<file path="src/rtl/receive_info_ctrl.sv">
// receive_info_ctrl: framing sequencer for the 137-bit receive_info serial shifter.
// Define PARITY_CHECK_EN to expect a trailing even-parity bit after each frame.
module receive_info_ctrl #(
  parameter int unsigned KEY_BITS    = 128,
  parameter int unsigned ADDR_BITS   = 8,
  parameter int unsigned FRAME_BITS  = KEY_BITS + ADDR_BITS + 1,
  parameter int unsigned CNT_W       = 8,
  parameter int unsigned TIMEOUT_CYC = 255
) (
  input  logic                  clk,
  input  logic                  n_rst,
  input  logic                  frame_start,
  input  logic                  bit_strobe,
  input  logic                  serial_in,
  input  logic [FRAME_BITS-1:0] parallel_in,
  output logic                  shift_enable,
  output logic [KEY_BITS-1:0]   key,
  output logic [ADDR_BITS-1:0]  address,
  output logic                  mode,
  output logic                  info_valid,
  input  logic                  info_ready,
  output logic                  busy,
  output logic                  frame_err
);

  localparam int unsigned GAP_W = $clog2(TIMEOUT_CYC);

  typedef enum logic [2:0] {
    IDLE,
    SHIFT,
    LOAD,
    HOLD
`ifdef PARITY_CHECK_EN
    , PARITY
`endif
  } state_t;

  state_t               state_q, state_d;
  logic [CNT_W-1:0]     bit_cnt_q, bit_cnt_d;
  logic [GAP_W-1:0]     gap_cnt_q, gap_cnt_d;
  logic                 err_d;
  logic                 load_c;
  logic [KEY_BITS-1:0]  key_q;
  logic [ADDR_BITS-1:0] addr_q;
  logic                 mode_q;
  logic                 valid_q;
  logic                 busy_q;
  logic                 err_q;

`ifdef PARITY_CHECK_EN
  logic par_q, par_d;
`else
  logic unused_serial;
  assign unused_serial = serial_in;
`endif

  // Restart beats a same-cycle strobe, so the strobe must not reach the shifter.
  assign shift_enable = (state_q == SHIFT) && bit_strobe && !frame_start;

  // Next-state, counters and error/load strobes.
  always_comb begin
    state_d   = state_q;
    bit_cnt_d = bit_cnt_q;
    gap_cnt_d = gap_cnt_q;
    err_d     = 1'b0;
    load_c    = 1'b0;
`ifdef PARITY_CHECK_EN
    par_d     = par_q;
`endif
    unique case (state_q)
      IDLE: begin
        if (frame_start) begin
          state_d   = SHIFT;
          bit_cnt_d = '0;
          gap_cnt_d = '0;
`ifdef PARITY_CHECK_EN
          par_d     = 1'b0;
`endif
        end
      end
      SHIFT: begin
        if (frame_start) begin
          err_d     = 1'b1;
          bit_cnt_d = '0;
          gap_cnt_d = '0;
`ifdef PARITY_CHECK_EN
          par_d     = 1'b0;
`endif
        end else if (bit_strobe) begin
          bit_cnt_d = bit_cnt_q + CNT_W'(1);
          gap_cnt_d = '0;
`ifdef PARITY_CHECK_EN
          par_d     = par_q ^ serial_in;
          if (bit_cnt_q == CNT_W'(FRAME_BITS - 1)) state_d = PARITY;
`else
          if (bit_cnt_q == CNT_W'(FRAME_BITS - 1)) state_d = LOAD;
`endif
        end else if (gap_cnt_q == GAP_W'(TIMEOUT_CYC - 1)) begin
          err_d   = 1'b1;
          state_d = IDLE;
        end else begin
          gap_cnt_d = gap_cnt_q + GAP_W'(1);
        end
      end
`ifdef PARITY_CHECK_EN
      PARITY: begin
        if (frame_start) begin
          err_d     = 1'b1;
          state_d   = SHIFT;
          bit_cnt_d = '0;
          gap_cnt_d = '0;
          par_d     = 1'b0;
        end else if (bit_strobe) begin
          // Even parity: data XOR parity bit must be zero.
          if (par_q ^ serial_in) begin
            err_d   = 1'b1;
            state_d = IDLE;
          end else begin
            state_d = LOAD;
          end
        end else if (gap_cnt_q == GAP_W'(TIMEOUT_CYC - 1)) begin
          err_d   = 1'b1;
          state_d = IDLE;
        end else begin
          gap_cnt_d = gap_cnt_q + GAP_W'(1);
        end
      end
`endif
      LOAD: begin
        load_c  = 1'b1;
        state_d = HOLD;
      end
      HOLD: begin
        if (info_ready) state_d = IDLE;
      end
      default: state_d = IDLE;
    endcase
  end

  // State, counters, captured fields and registered status outputs.
  always_ff @(posedge clk or negedge n_rst) begin
    if (!n_rst) begin
      state_q   <= IDLE;
      bit_cnt_q <= '0;
      gap_cnt_q <= '0;
      key_q     <= '0;
      addr_q    <= '0;
      mode_q    <= 1'b0;
      valid_q   <= 1'b0;
      busy_q    <= 1'b0;
      err_q     <= 1'b0;
`ifdef PARITY_CHECK_EN
      par_q     <= 1'b0;
`endif
    end else begin
      state_q   <= state_d;
      bit_cnt_q <= bit_cnt_d;
      gap_cnt_q <= gap_cnt_d;
      valid_q   <= (state_d == HOLD);
      busy_q    <= (state_d != IDLE);
      err_q     <= err_d;
`ifdef PARITY_CHECK_EN
      par_q     <= par_d;
`endif
      if (load_c) begin
        key_q  <= parallel_in[FRAME_BITS-1:ADDR_BITS+1];
        addr_q <= parallel_in[ADDR_BITS:1];
        mode_q <= parallel_in[0];
      end
    end
  end

  assign key        = key_q;
  assign address    = addr_q;
  assign mode       = mode_q;
  assign info_valid = valid_q;
  assign busy       = busy_q;
  assign frame_err  = err_q;

endmodule

</file>
<file path="config.mk">
export PLATFORM = sky130hd
export DESIGN_NAME = receive_info_ctrl
export DESIGN_NICKNAME = d
export VERILOG_FILES = /design/src/rtl/receive_info_ctrl.sv
export SDC_FILE = /design/constraint.sdc
export NUM_CORES = 1
export LEC_CHECK = 0
export ABC_AREA = 1
export BUFFER_PORTS_ARGS = -buffer_cell sky130_fd_sc_hd__buf_4
export CAP_MARGIN = 10
export CORE_UTILIZATION = 45
export DETAILED_ROUTE_END_ITERATION = 12
export GPL_TIMING_DRIVEN = 0
export PLACE_DENSITY = 0.75
export SETUP_SLACK_MARGIN = 0.2
export SLEW_MARGIN = 30
export SYNTH_ARGS = -nofsm -noshare
export SYNTH_HDL_FRONTEND = slang
export SYNTH_SLANG_ARGS = --single-unit
</file>
<file path="constraint.sdc">
create_clock -name clk -period 2.1 [get_ports clk]
set_clock_uncertainty 0.05 [all_clocks]
set_input_delay 0.42 -clock clk [delete_from_list [all_inputs] [get_ports clk]]
set_output_delay 0.42 -clock clk [all_outputs]
set_load 0.05 [all_outputs]
</file>
Word-level counts from Yosys, hierarchy flattened. Index checks and enable logic that the tools add are counted.

Input bits: 143. Flip-flop bits (word level): 159.

Mux-type cells: 20. Reductions and logical operators: 8. Equal/unequal tests: 9. Add/subtract/negate cells: 2.

Operators with widths (count): $mux 8 (6); $pmux 8 s2 (2); $mux 3 (6); $add 8x1->8 const B (2); $eq 8x8->1 const B (2); $pmux 3 s4 (1); $eq 3x2->1 const B (3); $reduce_and 3->1 (2); $mux 1 (5); $ne 4x4->1 const B (1); $eq 3x1->1 const B (1); $logic_not 3->1 (1); $ne 3x3->1 const B (1); $reduce_bool 3->1 (1); $logic_and 1x1->1 (2); $ne 2x2->1 const B (1); $reduce_bool 2->1 (1); $logic_not 1->1 (1).

Logic depth before layout (Yosys ltp). Gate-level depths: netlist of run 1.

Depth after elaboration: 6. Mapped depth: 11. Mapped depth without buffers: 11.

Worst setup path before layout of run 1. OpenSTA, ideal clock, no wires.

Path kind: reg2out. From: register state_q[2]. To: output port shift_enable. Path buffers: 0. Data required time: 1630 ps. Arrival time: 1599 ps. Cell stages (with the launch flop): 6. Slack: 31 ps. Cells stage by stage: dfrtp_1 > nor2_2 > nand2_2 > nor2_1 > inv_1 > nor2_1.

Word-level cells in the longest chain between the ends: 3.

Ends and longest elaborated chain: start, declared (RTL line 38) `state_t state_q, state_d;`; start signal, assigned (RTL line 156) `state_q <= state_d;`; $eq 3x1->1 (RTL line 58) `assign shift_enable = (state_q == SHIFT) && bit_strobe && !frame_start;`; $logic_and 1x1->1 (2 in a row) (RTL line 58); end, declared (RTL line 16) `output logic shift_enable,`.

Every way passes these cells.

Worst setup path after layout of run 1. Ends and elaborated chain as after synthesis.

==> impl_metrics.csv, run 1 <==
group,metric,value,unit
run_status,status,"completed",
setup_path,path_class,"flop to output port",
detailed_routing,drt_wl_total,17180,um
floorplanning,io_pins,284,
power,p_total,7.670,mW
floorplanning,die_y,126.8,um
hold_path,hp-start,"parallel_in[43]",
sta,min_period,1950,ps
placement,port_buffers,282,
detailed_routing,num_vias,4729,
clock_tree,cts_root_buf,"clkbuf_16",
clock_tree,cts_tree,"done",
synth,synthCells,457,
sta,fmax,512.8,MHz
cells_and_area,num-nets-final,913,
synth,syn_nets,604,
sta,setup_tns,0,ps
global_routing,antenna_found_initial,0,
setup_path,cp.arrival,1480,ps
sta,layout_setup_ws,150.1,ps
setup_path,r2r_cells,9,
sta,final_hold_viol_count,0,
sta,worst_pin_slew,614.2,ps
synth,yosys_warnings,0,
synth,ys_types,27,
global_routing,track_usage,21.81,%
clock_tree,clockBufferDepth,2,
setup_path,max_stage_delay,420,ps
detailed_routing,vias_per_cell,4.890,
setup_path,crit_required,1630,ps
floorplanning,die_area,16080,um^2
placement,gp_congestion,0.8778,
sta,grt_setup_unrepaired,"true",
power,peakVddDrop,0.0005609,V
global_routing,gr-total-overflow,0,
detailed_routing,antenna_left,0,
global_routing,grt_pass1_wl,26750,um
detailed_routing,drt_pass1_iterations,4,
hold_path,hold_end,"key[34]",
setup_path,timing.rr.start,"state_q[2]",
job,max_cap_violations,0,
sta,setup_viol,0,
clock_tree,htreeDepth,4,
power,p_per_area,762.0,nW/um^2
synth,synth_area,7010,um^2
sta,min_period_over_period,92.85,%
floorplanning,rows,45,
global_routing,gr-usage-met2,37.94,%
cells_and_area,antenna_cells,0,
global_routing,grt_util_met3,5.694,%
cells_and_area,final_layout_size_suffix_gt1_share,63.67,%
hold_path,hold_path.class,"input port to flop",
setup_path,regToRegEndpoint,"bit_cnt_q[5]",
setup_path,cp_slowest_cell,"dfrtp_2",
placement,pre_cts_ws,190.1,ps
setup_path,cp_common_cell,"nor2_4",
cells_and_area,fin_util,66.21,%
hold_path,hold_depth,2,
setup_path,worstPathMaxFanout,2,
detailed_routing,post_drt_wl_per_cell,17.77,um
sta,slew_headroom,59.06,%
placement,dp_hpwl,12340,um
clock_tree,cts_buffers,17,
power,p_leak,5.375,nW
sta,slew_violations,0,
cells_and_area,nFillCells,1110,
floorplanning,initial_core_util,46.12,%
synth,seq_area_frac_synth,56.76,%
synth,synth_seq_cells,159,
floorplanning,core,15200,um^2
setup_path,crit_chain,"nor2_4 -> nand2_4 -> nor2_4 -> inv_2 -> nor2_2 -> buf_6",
global_routing,grt_util_met1,25.89,%
clock_tree,clk_pin_slew,70,ps
global_routing,grt_start_max_net_pins,81,
setup_path,start_kind,"flop",
global_routing,grt_pass1_vias,4923,
synth,syn_avg_cell_area,15.34,um^2
setup_path,end_kind,"output port",
cells_and_area,syn_to_final_growth,43.58,%
global_routing,busiest_layer,"met2",
detailed_routing,drc,0,
floorplanning,die_x,126.8,um
setup_path,reg2reg_slack,430,ps
clock_tree,numClockSinks,159,
detailed_routing,first_iter_violations,176,
clock_tree,worstSkewPairLatency,420,ps
## cell families after synthesis
family / Yosys count / share of synthesized area [%]
AO/OA/AOI/OAI: 19 / 1.731
AND/OR/NAND/NOR: 89 / 5.997
buffers and inverters: 48 / 5.782
other: 1 / 0.05349
multiplexers: 137 / 28.97
adder cells (fa/ha/maj): 4 / 0.7139
flip-flops: 159 / 56.76
## synthesized netlist by cell type, drive strengths merged
master  number  area share, %
o21ai        9           0.86
dfrtp      159             57
clkinv       1          0.071
ha           4           0.71
nand2       36            2.3
buf         17            4.1
a21oi        9           0.70
nand4        4           0.36
conb         1          0.053
mux2       137             29
nor3         6           0.43
nand3       21            1.6
inv         30            1.6
o211ai       1           0.18
nor2        22            1.4
## registers in the layout (all words and copies together) (netlist names)
name / cells
key: 128
address: 8
bit_cnt_q: 8
gap_cnt_q: 8
state_q: 3
busy: 1
frame_err: 1
info_valid: 1
mode: 1
## critical path: cells and delay by family, from the launching register on
family	cells	cell delay [ps]
flip-flops	1	420
AND/OR/NAND/NOR	4	430
buffers and inverters	2	210
## layout make-up
| type | instances | area (um^2) | area share, % |
|---|---|---|---|
| inverters | 31 | 117.6 | 1.168 |
| clock inverters | 15 | 162.7 | 1.616 |
| plain buffers | 17 | 287.8 | 2.859 |
| well taps | 188 | 235.2 | 2.337 |
| repair buffers | 290 | 2211 | 21.96 |
| clock buffers | 17 | 425.4 | 4.226 |
| multi-input cells | 250 | 2646 | 26.29 |
| flip-flops and latches | 159 | 3980 | 39.54 |
## layer usage
layer / wire length (um) / vias to the layer above
li1: - / 2175
met1: 6798 / 2344
met2: 9029 / 188
met3: 1058 / 22
met4: 296 / 0
met5: 0 / -
## layout by cell type (no fill, tap or decap), drive strengths merged, types with 2 or more instances in the layout
master    netlist  routed
clkinv          1       8
inv            30      33
buf            17     306
a21oi           9       9
mux2          137     137
nor2           22      22
nor3            6       6
dfrtp         159     159
bufinv          0       2
ha              4       4
nand3          21      21
clkbuf          0      17
o21ai           9       9
nand2          36      36
clkinvlp        0       3
nand4           4       4
## stage by stage
step	cell area, um^2	std cells	hold WS (ps)
after CTS	10050	965	153.3
after global routing	10070	967	155.0
final	10070	967	170.1
after global placement	9365	927	440.8
after detailed placement	9400	928	385.1
after floorplan	7013	457	74.41
## worst max path at each step
stage,startpoint,end,slack (ps)
floorplan,state_q[2],shift_enable,250
global placement,n_rst,key[20],-190
detailed placement,state_q[2],shift_enable,190
CTS,state_q[1],shift_enable,130
global route,state_q[2],shift_enable,70
finish,state_q[2],shift_enable,150
## power breakdown
group          total, mW  switching [mW]  internal (mW)
Sequential          3.30          0.0886           3.21
Clock               3.06            1.30           1.76
Combinational       1.31           0.764          0.549
Total               7.67            2.15           5.52
## what timing repair did
action                     4_1_cts  5_1_grt
pin swaps                        2        3
hold endpoints to repair        79        0
setup endpoints to repair        1        1
hold buffers                     1        0
buffers inserted                 4        2
resized for setup                6        1
Power figures use the tool's default switching activity.
==> run 2: changes to the inputs <==
--- a/config.mk
+++ b/config.mk
@@ -8,10 +8,11 @@
 export ABC_AREA = 1
 export BUFFER_PORTS_ARGS = -buffer_cell sky130_fd_sc_hd__buf_4
 export CAP_MARGIN = 10
+export CORE_ASPECT_RATIO = 0.75
 export CORE_UTILIZATION = 45
 export DETAILED_ROUTE_END_ITERATION = 12
 export GPL_TIMING_DRIVEN = 0
-export PLACE_DENSITY = 0.75
+export PLACE_DENSITY = 0.83
 export SETUP_SLACK_MARGIN = 0.2
 export SLEW_MARGIN = 30
 export SYNTH_ARGS = -nofsm -noshare
==> impl_metrics.csv, run 2 (synthesis gave the netlist of run 1 again) <==
group,metric,value,unit
clock_tree,numClockSinks,159,
cells_and_area,layout_common_cells,"285 x buf_4, 159 x dfrtp_1, 130 x mux2_4, 30 x nand2_1, 27 x inv_1",
global_routing,gr-total-overflow,0,
hold_path,hold_path.class,"input port to flop",
clock_tree,clockBufferDepth,2,
sta,grt_setup_unrepaired,"true",
setup_path,crit_required,1630,ps
floorplanning,core,15220,um^2
sta,min_period,1932,ps
cells_and_area,final_area,10070,um^2
run_status,status,"completed",
detailed_routing,num_vias,4715,
detailed_routing,drc,0,
sta,slew_headroom,60.20,%
setup_path,cp_common_cell,"nor2_4",
sta,fmax,517.7,MHz
clock_tree,worstSkewPairLatency,420,ps
detailed_routing,routed.top_layer,"met4",
setup_path,timing.rr.start,"gap_cnt_q[0]",
setup_path,worstPathMaxFanout,2,
detailed_routing,post_drt_wl_per_cell,17.65,um
clock_tree,cts_root_buf,"clkbuf_16",
setup_path,r2r_cells,10,
setup_path,path_class,"flop to output port",
placement,gp_congestion,0.9094,
detailed_routing,first_iter_violations,205,
setup_path,reg2reg_slack,360,ps
global_routing,grt_start_max_net_pins,83,
global_routing,antenna_found_initial,0,
floorplanning,die_x,146.1,um
cells_and_area,final_common_cell,"buf_4",
hold_path,hold_end,"key[63]",
hold_path,hp-start,"parallel_in[72]",
floorplanning,io_pins,284,
floorplanning,rows,39,
sta,worst_pin_slew,597.0,ps
sta,slew_violations,0,
detailed_routing,drt_wl_total,17350,um
power,peakVddDrop,0.0005103,V
setup_path,cp_slowest_cell,"dfrtp_1",
cells_and_area,num-nets-final,912,
sta,hold_slack,169.4,ps
sta,min_period_over_period,91.98,%
setup_path,path_delay_family,"simple AND/OR/NAND/NOR gates",
global_routing,track_usage,21.62,%
clock_tree,clk_pin_slew,70,ps
clock_tree,cts_buffers,17,
detailed_routing,antenna_left,0,
setup_path,start_kind,"flop",
setup_path,max_stage_delay,390,ps
setup_path,regToRegEndpoint,"gap_cnt_q[6]",
cells_and_area,antenna_cells,0,
detailed_routing,wirelength_met1,7312,um
cells_and_area,final_layout_size_suffix_gt1_share,63.50,%
setup_path,end_kind,"output port",
setup_path,crit_chain,"nor2_2 -> nand2_2 -> nor2_4 -> inv_2 -> nor2_4 -> buf_8",
power,p_leak,5.367,nW
detailed_routing,met2WireLength,8960,um
placement,port_buffers,282,
floorplanning,die_y,110.1,um
floorplanning,initial_core_util,46.05,%
setup_path,crit_buf_inv,2,
floorplanning,die_area,16090,um^2
global_routing,grt_pass1_vias,4924,
detailed_routing,vias_per_cell,4.797,
detailed_routing,drt_pass1_iterations,4,
sta,final_hold_viol_count,0,
global_routing,grt_pass1_wl,26620,um
placement,dp_hpwl,12760,um
power,p_per_area,761.5,nW/um^2
hold_path,hold_depth,2,
setup_path,cp.arrival,1460,ps
detailed_routing,route.met3.wl,848,um
clock_tree,cts_tree,"done",
cells_and_area,largest_reg_flops,128,
job,max_cap_violations,0,
cells_and_area,syn_to_final_growth,43.71,%
clock_tree,htreeDepth,4,
placement,dpl_cell_area,9422,um^2
sta,setup_viol,0,
-- run 2: cell type report --
cell class	instances	area, um^2
fill	1076	5150
sequential	159	3979
multi-input combinational	250	2641
timing repair buffer	289	2207
clock buffer	18	439.2
buffer	17	287.8
tap	205	256.5
clock inverter	14	146.4
inverter	31	117.6
-- run 2: worst reg2reg max path: cells and delay by family, from the launching register on --
family                   cells  cell delay, ps
AND/OR/NAND/NOR              6             630
adder cells (fa/ha/maj)      1             160
AO/OA/AOI/OAI                1             140
buffers and inverters        2             260
flip-flops                   1             410
-- run 2: how the worst max path moves through the flow --
stage,slack [ps],end,cells after the start,start
after floorplan,250,shift_enable,5,state_q[2]
after global placement,-150,key[69],1,n_rst
after detailed placement,220,shift_enable,6,state_q[2]
after CTS,120,shift_enable,6,state_q[1]
after global routing,110,shift_enable,6,state_q[2]
final,170,shift_enable,6,state_q[2]
-- run 2: layer usage --
metal / vias to the layer above / track usage, %
met5: - / 0
met4: 0 / 6.920
met3: 21 / 4.856
met2: 170 / 37.62
met1: 2354 / 27.10
li1: 2170 / -
-- run 2: repair_timing --
item                                    in CTS  in global routing
endpoints found under the hold margin       77                  0
hold buffers                                 1                  0
gates resized for setup                      4                  2
setup buffers                                4                  1
pin swaps                                    2                  2
endpoints found under the setup margin       1                  1
-- run 2: power by group --
part	total, mW	switching, mW	internal (mW)
clock	3.05	1.35	1.71
combinational	1.32	0.770	0.548
sequential	3.30	0.0933	3.21
total	7.67	2.21	5.46
-- run 2: per-stage QoR --
| stage | worst slack (ps) | utilization [%] | std cells | setup TNS [ps] | power, mW |
|---|---|---|---|---|---|
| global route | 105.8 | 66.17 | 983 | 0 | 7.948 |
| floorplan | 250.4 | - | 457 | 0 | 4.083 |
| detailed placement | 215.3 | 61.88 | 945 | 0 | 4.659 |
| CTS | 116.2 | 66.07 | 982 | 0 | 7.740 |
| finish | 168.4 | 66.17 | 983 | 0 | 7.672 |
| global placement | -148.4 | 61.65 | 944 | -21950 | 4.616 |
==> run 3: changes to the inputs <==
--- a/config.mk
+++ b/config.mk
@@ -9,10 +9,10 @@
 export BUFFER_PORTS_ARGS = -buffer_cell sky130_fd_sc_hd__buf_4
 export CAP_MARGIN = 10
 export CORE_ASPECT_RATIO = 0.75
-export CORE_UTILIZATION = 45
+export CORE_UTILIZATION = 40
 export DETAILED_ROUTE_END_ITERATION = 12
 export GPL_TIMING_DRIVEN = 0
-export PLACE_DENSITY = 0.83
+export PLACE_DENSITY = 0.76
 export SETUP_SLACK_MARGIN = 0.2
 export SLEW_MARGIN = 30
 export SYNTH_ARGS = -nofsm -noshare
==> impl_metrics.csv, run 3 (synthesis gave the netlist of run 1 again) <==
group,metric,value,unit
global_routing,antenna_found_initial,0,
clock_tree,worstSkewPairLatency,410,ps
power,peakVddDrop,0.0004631,V
setup_path,cp.arrival,1450,ps
setup_path,cp_common_cell,"nor2_4",
setup_path,path_delay_family,"simple AND/OR/NAND/NOR gates",
power,p_total,7.671,mW
sta,worst_pin_slew,574.4,ps
sta,min_period_over_period,91.60,%
clock_tree,htreeDepth,4,
detailed_routing,first_iter_violations,209,
detailed_routing,antenna_left,0,
global_routing,grt_pass1_vias,4677,
setup_path,crit_required,1630,ps
global_routing,grt_start_max_net_pins,87,
placement,dp_hpwl,12210,um
job,max_cap_violations,0,
detailed_routing,drc,0,
setup_path,path_class,"flop to output port",
sta,slew_headroom,61.71,%
floorplanning,die_area,18070,um^2
power,p_leak,5.369,nW
sta,slew_violations,0,
placement,pre_cts_ws,228.0,ps
setup_path,max_stage_delay,390,ps
cells_and_area,num-nets-final,914,
floorplanning,rows,41,
cells_and_area,final_layout_size_suffix_gt1_share,63.41,%
sta,setup_tns,0,ps
global_routing,grt_pass1_wl,25050,um
setup_path,crit_chain,"nor2_2 -> nand2_2 -> nor2_4 -> inv_2 -> nor2_4 -> buf_8",
clock_tree,clk_pin_slew,70,ps
cells_and_area,final_area,10130,um^2
global_routing,gr-total-overflow,0,
detailed_routing,drt_pass1_iterations,4,
floorplanning,die_y,116.7,um
cells_and_area,syn_to_final_growth,44.48,%
clock_tree,cts_root_buf,"clkbuf_16",
hold_path,hold_path.class,"input port to flop",
run_status,status,"completed",
floorplanning,initial_core_util,41.29,%
setup_path,end_kind,"output port",
cells_and_area,final_common_cell,"buf_4",
setup_path,crit_buf_inv,2,
setup_path,cp_slowest_cell,"dfrtp_1",
sta,layout_setup_ws,176.3,ps
detailed_routing,post_drt_wl_per_cell,16.17,um
clock_tree,numClockSinks,159,
setup_path,worstPathMaxFanout,2,
sta,min_period,1924,ps
sta,fmax,519.8,MHz
sta,grt_setup_unrepaired,"true",
clock_tree,cts_buffers,17,
sta,final_hold_viol_count,0,
cells_and_area,layout_common_cells,"287 x buf_4, 159 x dfrtp_1, 130 x mux2_4, 30 x nand2_1, 27 x inv_1",
placement,dp.cells,976,
setup_path,start_kind,"flop",
power,p_per_area,757.3,nW/um^2
floorplanning,die_x,154.9,um
clock_tree,clockBufferDepth,2,
global_routing,track_usage,18.25,%
cells_and_area,fin_util,59.65,%
placement,port_buffers,282,
clock_tree,cts_tree,"done",
detailed_routing,num_vias,4646,
sta,hold_slack,179.1,ps
cells_and_area,antenna_cells,0,
placement,gp_congestion,0.8185,
cells_and_area,stdcell_count,1015,
detailed_routing,drt_wl_total,16410,um
floorplanning,io_pins,284,
cells_and_area,largest_reg_flops,128,
detailed_routing,vias_per_cell,4.577,
placement,dpl_cell_area,9460,um^2
sta,setup_viol,0,
floorplanning,core,16980,um^2
[run 3: cell types whose count changed in the layout (fill, tap and decap cells not counted), sizes merged]
cell	change
bufinv	+1
clkinv	-1
clkinvlp	+1
buf	+2
inv	-2
[run 3: worst paths after layout]
kind	startpoint	end	slack, ps	cells after the start
worst max-delay path	state_q[2]	shift_enable	180	6
max in group asynchronous	n_rst	key[101]	660	3
worst max register to register	state_q[2]	key[114]	430	7
worst min-delay path	parallel_in[90]	key[81]	180	2
worst min register to register	key[99]	key[99]	460	1
min in group asynchronous	n_rst	key[121]	510	2
[run 3: power by group]
group          switching [mW]  internal (mW)  leakage (nW)
Combinational           0.758          0.548          3.20
Clock                    1.29           1.78         0.274
Sequential             0.0906           3.21          1.90
Total                    2.14           5.53          5.37
[run 3: timing repair]
item                                   4_1_cts  5_1_grt
pin swaps                                    2        2
setup endpoints to repair                    1        1
hold buffers                                 1        0
resized for setup                            4        2
setup buffers                                5        2
endpoints found under the hold margin       73        0
cloned                                       0        0
[run 3: final cells by class]
cell class	instances	area, um^2
flip-flops and latches	159	3979
multi-input cells	250	2641
clock buffers	18	429.2
clock inverters	13	156.4
well taps	236	295.3
plain buffers	17	287.8
fillers	1316	6852
repair buffers	291	2222
inverters	31	117.6
[run 3: layer usage]
| metal | track usage [%] | wire [um] | up-vias |
|---|---|---|---|
| met5 | 0 | 0 | - |
| met4 | 6.073 | 234 | 0 |
| met3 | 4.972 | 924 | 18 |
| met2 | 31.11 | 8386 | 157 |
| met1 | 22.62 | 6864 | 2288 |
| li1 | - | - | 2183 |
